File: config.mk
export PLATFORM = sky130hd
export DESIGN_NAME = spi_pkt_buf
export DESIGN_NICKNAME = d
export VERILOG_FILES = /design/src/rtl/spi_pkt_buf.sv
export SDC_FILE = /design/constraint.sdc
export NUM_CORES = 1
export LEC_CHECK = 0
export BUFFER_PORTS_ARGS = -buffer_cell sky130_fd_sc_hd__buf_2
export CAP_MARGIN = 20
export CORE_ASPECT_RATIO = 0.5
export CORE_MARGIN = 2
export CORE_UTILIZATION = 61
export CTS_BUF_LIST = sky130_fd_sc_hd__clkbuf_8 sky130_fd_sc_hd__clkbuf_16
export CTS_CLUSTER_SIZE = 40
export DETAILED_ROUTE_END_ITERATION = 16
export PLACE_DENSITY = 0.82
export REMOVE_ABC_BUFFERS = 1
export SYNTH_ARGS = -nofsm -noshare
export SYNTH_HDL_FRONTEND = slang
export SYNTH_SLANG_ARGS = --single-unit
File: constraint.sdc
create_clock -name clk -period 3.89 [get_ports clk]
set_input_delay 0.1945 -clock clk [delete_from_list [all_inputs] [get_ports clk]]
set_output_delay 0.1945 -clock clk [all_outputs]
set_load 0.05 [all_outputs]
File: src/rtl/spi_pkt_buf.sv
// SPI packet buffer: streams CPU-loaded TX bytes to the shifter, padding with FILL,
// and captures every received byte into an RX buffer readable over the CPU bus.
module spi_pkt_buf #(
  parameter int                DATA_W = 8,
  parameter int                ADDR_W = 5,
  parameter logic [DATA_W-1:0] FILL   = 8'hFF
) (
  input  logic              clk,
  input  logic              reset,
  input  logic              rx_valid,
  input  logic [DATA_W-1:0] rx_data,
  input  logic              rx_pkt_start,
  input  logic              rx_pkt_end,
  output logic [DATA_W-1:0] tx_data,
  output logic              tx_full,
  input  logic              tx_full_clr,
  input  logic [ADDR_W:0]   cpu_addr,
  input  logic [DATA_W-1:0] cpu_di,
  output logic [DATA_W-1:0] cpu_do,
  input  logic              cpu_wr,
  input  logic              cpu_rd,
  output logic              irq
);

  // state | meaning
  // IDLE  | no packet in progress
  // LOAD  | present next TX byte (or FILL) to the shifter
  // WAIT  | TX byte presented, waiting for the next received byte
  typedef enum logic [1:0] {IDLE, LOAD, WAIT} state_t;

  localparam int             DEPTH   = 1 << ADDR_W;
  localparam int             AW1     = ADDR_W + 1;
  localparam logic [ADDR_W:0] DEPTH_V = AW1'(DEPTH);

  state_t state, state_d;

  logic [DATA_W-1:0] tx_mem [DEPTH];
  logic [DATA_W-1:0] rx_mem [DEPTH];

  logic [ADDR_W:0]   tx_len, len_q, tx_idx, rx_cnt, tx_len_sat;
  logic [ADDR_W:0]   addr_q;
  logic              done, overflow, busy, irq_en;
  logic              start_ev, load_ev, store_ev, ovf_ev, end_ev;
  logic              reg_wr, stat_wr;
  logic [ADDR_W-1:0] reg_off, rx_waddr;
  logic              unused_rd;

  assign unused_rd  = cpu_rd;
  assign reg_wr     = cpu_wr & cpu_addr[ADDR_W];
  assign reg_off    = cpu_addr[ADDR_W-1:0];
  assign stat_wr    = reg_wr && (reg_off == ADDR_W'(2));
  assign tx_len_sat = (32'(cpu_di) > 32'(DEPTH)) ? DEPTH_V : cpu_di[ADDR_W:0];
  assign rx_waddr   = start_ev ? '0 : rx_cnt[ADDR_W-1:0];

  always_ff @(posedge clk) begin
    if (reset) state <= IDLE;
    else       state <= state_d;
  end

  always_comb begin
    state_d  = state;
    start_ev = 1'b0;
    load_ev  = 1'b0;
    store_ev = 1'b0;
    ovf_ev   = 1'b0;
    end_ev   = 1'b0;
    if (rx_valid && rx_pkt_start) begin
      start_ev = 1'b1;
      state_d  = LOAD;
    end else begin
      case (state)
        LOAD: begin
          load_ev = 1'b1;
          state_d = WAIT;
        end
        WAIT: begin
          if (rx_valid) begin
            if (rx_cnt < DEPTH_V) store_ev = 1'b1;
            else                  ovf_ev   = 1'b1;
            state_d = LOAD;
          end
        end
        default: ;
      endcase
      // End of packet overrides a pending load; the received byte is still kept.
      if (rx_pkt_end && busy) begin
        end_ev  = 1'b1;
        load_ev = 1'b0;
        state_d = IDLE;
      end
    end
  end

  always_ff @(posedge clk) begin
    if (reset) begin
      tx_data  <= '0;
      tx_full  <= 1'b0;
      irq      <= 1'b0;
      tx_len   <= '0;
      len_q    <= '0;
      tx_idx   <= '0;
      rx_cnt   <= '0;
      done     <= 1'b0;
      overflow <= 1'b0;
      busy     <= 1'b0;
      irq_en   <= 1'b0;
      addr_q   <= '0;
    end else begin
      addr_q <= cpu_addr;
      irq    <= done & irq_en;
      if (reg_wr && (reg_off == ADDR_W'(0))) tx_len <= tx_len_sat;
      if (reg_wr && (reg_off == ADDR_W'(3))) irq_en <= cpu_di[0];
      if (stat_wr && cpu_di[0]) done     <= 1'b0;
      if (stat_wr && cpu_di[2]) overflow <= 1'b0;
      if (tx_full_clr) tx_full <= 1'b0;
      if (start_ev) begin
        len_q   <= tx_len;
        tx_idx  <= '0;
        rx_cnt  <= AW1'(1);
        busy    <= 1'b1;
        tx_full <= 1'b0;
      end
      if (load_ev) begin
        tx_data <= (tx_idx < len_q) ? tx_mem[tx_idx[ADDR_W-1:0]] : FILL;
        tx_full <= 1'b1;
        if (tx_idx < len_q) tx_idx <= tx_idx + AW1'(1);
      end
      if (store_ev) rx_cnt   <= rx_cnt + AW1'(1);
      if (ovf_ev)   overflow <= 1'b1;
      if (end_ev) begin
        busy    <= 1'b0;
        done    <= 1'b1;
        tx_full <= 1'b0;
      end
    end
  end

  always_ff @(posedge clk) begin
    if (!reset && cpu_wr && !cpu_addr[ADDR_W]) tx_mem[cpu_addr[ADDR_W-1:0]] <= cpu_di;
    if (!reset && (start_ev || store_ev))      rx_mem[rx_waddr] <= rx_data;
  end

  always_comb begin
    cpu_do = '0;
    if (!addr_q[ADDR_W]) begin
      cpu_do = rx_mem[addr_q[ADDR_W-1:0]];
    end else begin
      case (addr_q[ADDR_W-1:0])
        ADDR_W'(0): cpu_do[ADDR_W:0] = tx_len;
        ADDR_W'(1): cpu_do[ADDR_W:0] = rx_cnt;
        ADDR_W'(2): cpu_do[2:0]      = {overflow, busy, done};
        ADDR_W'(3): cpu_do[0]        = irq_en;
        default:    cpu_do           = '0;
      endcase
    end
  end

endmodule

Word-level counts from Yosys, hierarchy flattened
Memories as Yosys holds them, arrays and structs flattened. A register that Yosys moved wholly into a read port is not among the register bits.
Cells that the tools add are included.

storage, ports and cells
  output and inout port bits = 18
  RAM bits = 512
  memories = 2
  input bits = 30
  register bits = 46
  word-level logic and storage cells = 100

cells by class
  muxes and demuxes = 43
  $add $sub $neg = 2
  $lt $le $gt $ge = 3
  reduce and logical (&&, ||, !) cells = 25
  equal/unequal tests = 9
  bitwise operators = 2

memory list
  memory  words  bits a word  rd ports  clocked after Yosys merged registers in  wr ports  RTL line  text
  rx_mem  32     8            1         1                                        1         38        logic [DATA_W-1:0] rx_mem [DEPTH];
  tx_mem  32     8            1         1                                        1         37        logic [DATA_W-1:0] tx_mem [DEPTH];

operators with widths
  cell                                                                   number
  6-bit 2-to-1 mux                                                       6
  1-bit 2-to-1 mux                                                       27
  5-bit by 2-bit equality test with 1-bit output, second input constant  4
  8-bit 2-to-1 mux                                                       2
  5-bit 2-to-1 mux                                                       3
  6-bit by 1-bit adder with 6-bit output, second input constant          2
  1-bit logical AND                                                      10
  5-bit logical NOT                                                      2
  8-bit by 6-bit > comparator with 1-bit output, second input constant   1
  2-bit nonzero test                                                     4
  6-bit less-than comparator                                             1
  6-bit less-than comparator, second input constant                      1
  2-bit one-hot mux with 3 select lines                                  1
  3-bit one-hot mux with 2 select lines                                  1
  5-bit by 1-bit equality test with 1-bit output, second input constant  1
  4-bit inequality test, second input constant                           1
  1-bit one-hot mux with 4 select lines                                  1
  2-bit one-hot mux with 2 select lines                                  1
  2-bit AND reduction                                                    2
  4-bit nonzero test                                                     1
  3-bit nonzero test                                                     1
  3-bit OR reduction                                                     1
  1-bit bitwise AND                                                      2
  2-bit by 1-bit equality test with 1-bit output, second input constant  1
  other kinds (6)                                                        7

Depth between registers and ports, before layout
  depth in word-level cells = 9
  gate-level depth with buffers = 10
  depth with buffers taken out = 8

Least setup slack after synthesis
No wires, ideal clock.

  kind = reg-to-output
  start point = register addr_q[0]
  end point = output port cpu_do[2]
  data arrival time = 2443 ps
  required time = 3695 ps
  slack = 1252 ps
  path buffers = 3
  stages on the path, launching flop included = 7
  cells stage by stage = dfxtp_1 buf_4 buf_2 clkbuf_1 nor2b_1 a21oi_1 o21ai_0

between the ends
  word-level cells in the longest chain between the ends = 3
  elaborated cells between the ends (all ways) = 5

ends and longest elaborated chain
  what                                                                          RTL line  text
  start: declaration                                                            41        logic [ADDR_W:0] addr_q;
  start signal: assignment                                                      109       addr_q <= cpu_addr;
  5-bit by 2-bit equality test with 1-bit output, or another cell as far along  148       case (addr_q[ADDR_W-1:0])
  2-bit one-hot mux with 3 select lines (*)                                     148
  8-bit 2-to-1 mux (*)                                                          145       if (!addr_q[ADDR_W]) begin
  end: declaration                                                              19        output logic [DATA_W-1:0] cpu_do,

Every way passes the cells marked *; elsewhere a longest branch is shown, timed or not.

Worst setup path in the final report
  start point = register addr_q[2]
  end point = output port cpu_do[1]

Same word-level chain as after synthesis.

==> run metrics <==
RSZ-0062 raised after global routing false; Crit Path Max Fanout 14; Crit path largest cell delay 0.91 ns; hold_sp cpu_addr[4]; Synth Instances 1195; total die area 38000 µm²; DP Wirelength 28700 µm; CP required about 3.7 ns; post-layout util 67.9%; CTS root buffer clkbuf_16; synthesis warning total 0; top cell type by total area after synthesis edfxtp_1; Clock Latency Late Sink between 0.5 and 0.6 ns; Leak 7.53 nW; Post-synth top cells 512 x edfxtp_1, 118 x mux4_2, 98 x nor2_1; Setup Buffers After CTS 0; Placer Congestion 0.909; WL final 48300 µm; total gr overflow 0; internal power 9.22 mW; Mapped Avg Cell Area 18.6 µm²; Hold Path Stages 2; NumNets Final between 1000 and 1500; Placed Area about 23000 µm²; Area Overhead vs Synth 9.72%; Post-synth ARST share 0%; DR vias/cell 6.68; Max-slew headroom 31.3%; cts bufs inserted 47; final setup vio count 0; area of the mapped netlist 22200 µm²; Vias 11800; CP Data Arrival Time between 3 and 4 ns; routed length per instance ~27 µm; Placed Instances 1672; vias in the first global route between 10000 and 15000; Design Power 11.7 mW; fraction of layout cells with a size suffix above 1 between 20% and 30%; Post-synth EDFFs between 500 and 600; CP cell instances mux4_2 -> mux2i_1 -> a2111oi_0 -> o21ai_0 -> o21ai_0 -> buf_2; Crit. End Element output port; Gate power share 4.9%; status completed; Flop pwr share 56.6%; Non-Filler Instances 1765; GR Util All Layers 25.9%; Clk pwr share 38.5%; number of DRC violations after detailed routing 0; reg2reg start state[0]$_SDFFE_PP0P_; Switch Pwr 2.51 mW; Fillers about 2100; row cnt 49; IO Port Bufs 46; Synth top area share 69.3%; WHS Endpoint addr_q[4]$_SDFF_PP0_; Worst-path clk slew 0.07 ns; clock sink total around 560; final hold viol count 0; final antenna-violating net count 0; Least-Margin Pin Slew 1.03 ns; first-pass GRT wire length 72900 µm; Hold WC Path Type in -> reg; most common cell in the netlist edfxtp_1; H-tree depth 2; worst setup path startpoint addr_q[2]$_SDFF_PP0_; 1st-iter DRT viols 1447; Setup crit start kind flop; Die Wd 274 µm; Distinct cells, synth 52; clock buffer depth 3; switch share a little over a fifth; max cap viols 0; Crit-path slowest cell dfxtp_1; fmax 284 MHz; TritonCTS clock tree yes; Post-Layout Inst Area around 24000 µm²; IO Pins 48; Resized Gates After CTS 0; Synth area leaders edfxtp_1 69%, mux4_2 12%, dfxtp_1 4.2%; Die Height 139 µm; Tcrit/Tclk final 90.7%; Min Clock Period, post-route 3.53 ns; CTS Hold Buffers Added 5; Clock Skews 0.0240 ns; Hold Slack about 0.036 ns; sequential share of the synthesized area 73.4%; worst r2r path cells 6; Starting Density about three fifths; critical path type reg -> out; maximum vdd drop 0.000278 V; antenna violations before repair 2; FF-to-FF End rx_mem[17][5]$_DFFE_PP_; flops & latches, synth 558; power per cell area slightly below 500 nW/µm²; max-slew violations 0; r2r setup slk around 0.9 ns; DRT Pass-1 Iters 6; prevailing post-synth register cell edfxtp_1; most frequent CP cell o21ai_0; Core Box Area around 36000 µm²; largest net degree at the start of global routing 77
==> state kept, by name, indices dropped and copies added (netlist names) <==
name and flops:
rx_cnt 6, tx_len 6, tx_data 8, addr_q 6, irq_en 1, overflow 1
busy 1, tx_idx 6, state 2, tx_full 1, rx_mem 256, done 1
tx_mem 256, irq 1, len_q 6
==> logic make-up after synthesis <==
| group | count (synthesis) | share of synthesized area [%] |
|---|---|---|
| adder cells (fa/ha/maj) | 9 | 0.508 |
| XOR/XNOR | 4 | 0.158 |
| AND/OR/NAND/NOR | 259 | 5.57 |
| flip-flops | 558 | 73.4 |
| AO/OA/AOI/OAI | 112 | 3.36 |
| multiplexers | 167 | 15.0 |
| buffers and inverters | 86 | 1.93 |
==> per-stage QoR <==
| stage | setup WS (ns) | TNS (ns) |
|---|---|---|
| floorplan | -0.582 | -4.18 |
| global placement | 1.06 | 0 |
| detailed placement | 0.980 | 0 |
| CTS | 0.347 | 0 |
| global route | 0.231 | 0 |
| finish | 0.363 | 0 |
==> per-layer routing <==
layer  vias to the layer above  GRT usage, %  share of wire (%)
met4                         0          7.19                2.5
met2                       771          42.7                 50
met1                      6016          36.4                 39
met5                         -             0                  0
met3                        95          4.33                9.0
li1                       4914             -                  -
==> power groups by stage <==
stage | Clock (mW) | Combinational (mW) | Sequential, mW
finish | 4.52 | 0.574 | 6.64
global route | 4.75 | 0.604 | 6.64
CTS | 4.54 | 0.568 | 6.64
detailed placement | 0 | 0.557 | 6.77
global placement | 0 | 0.529 | 6.77
floorplan | 0 | 0.248 | 6.84
==> placed cells by master (no fill, tap or decap), types with 4 or more instances in the layout <==
master	netlist	final
a2111oi_0	5	5
a211oi_1	24	24
a21oi_1	34	34
a22oi_1	5	5
a31oi_1	5	5
buf_2	18	46
buf_4	7	14
clkbuf_16	0	49
clkinv_1	0	4
dfxtp_1	46	41
dlygate4sd3_1	0	5
edfxtp_1	512	512
ha_1	9	9
inv_1	16	40
mux2_2	6	6
mux2i_1	32	32
mux4_1	11	11
mux4_2	118	118
nand2_1	45	45
nand2b_1	10	10
nand3_1	28	28
nand3b_1	8	8
nand4_1	5	5
nor2_1	98	98
nor2b_1	26	26
nor3_1	15	15
nor4_1	5	5
o21ai_0	12	12
o221ai_1	5	5
o22ai_1	6	6
==> final cells by class <==
class / instances / area (µm²) / area share (%)
Clock inverter: 34 / 188 / 0.771
Sequential cell: 558 / 16300 / 67.0
Clock buffer: 52 / 1270 / 5.21
Multi-Input combinational cell: 551 / 5460 / 22.4
Inverter: 16 / 60.1 / 0.247
Timing Repair Buffer: 68 / 445 / 1.83
Antenna cell: 2 / 5.00 / 0.0206
Tap cell: 484 / 606 / 2.49
==> worst max-delay path, delay by kind of cell, from the launching register on <==
| family | cells | cell delay (ns) |
|---|---|---|
| AOI/OAI and AO/OA | 3 | 1.06 |
| DFF | 1 | 0.91 |
| muxes | 2 | 0.49 |
| buffers and inverters | 1 | 0.31 |
==> worst max path at each step <==
stage,slack [ns],cells past startpoint,endpoint
final,0.36,6,cpu_do[1]
after global routing,0.23,6,cpu_do[4]
after CTS,0.35,6,cpu_do[1]
after detailed placement,0.98,6,rx_mem[17][3]$_DFFE_PP_
after global placement,1.06,6,cpu_do[4]
after floorplan,-0.58,6,cpu_do[4]
Power figures use the tool's default switching activity.
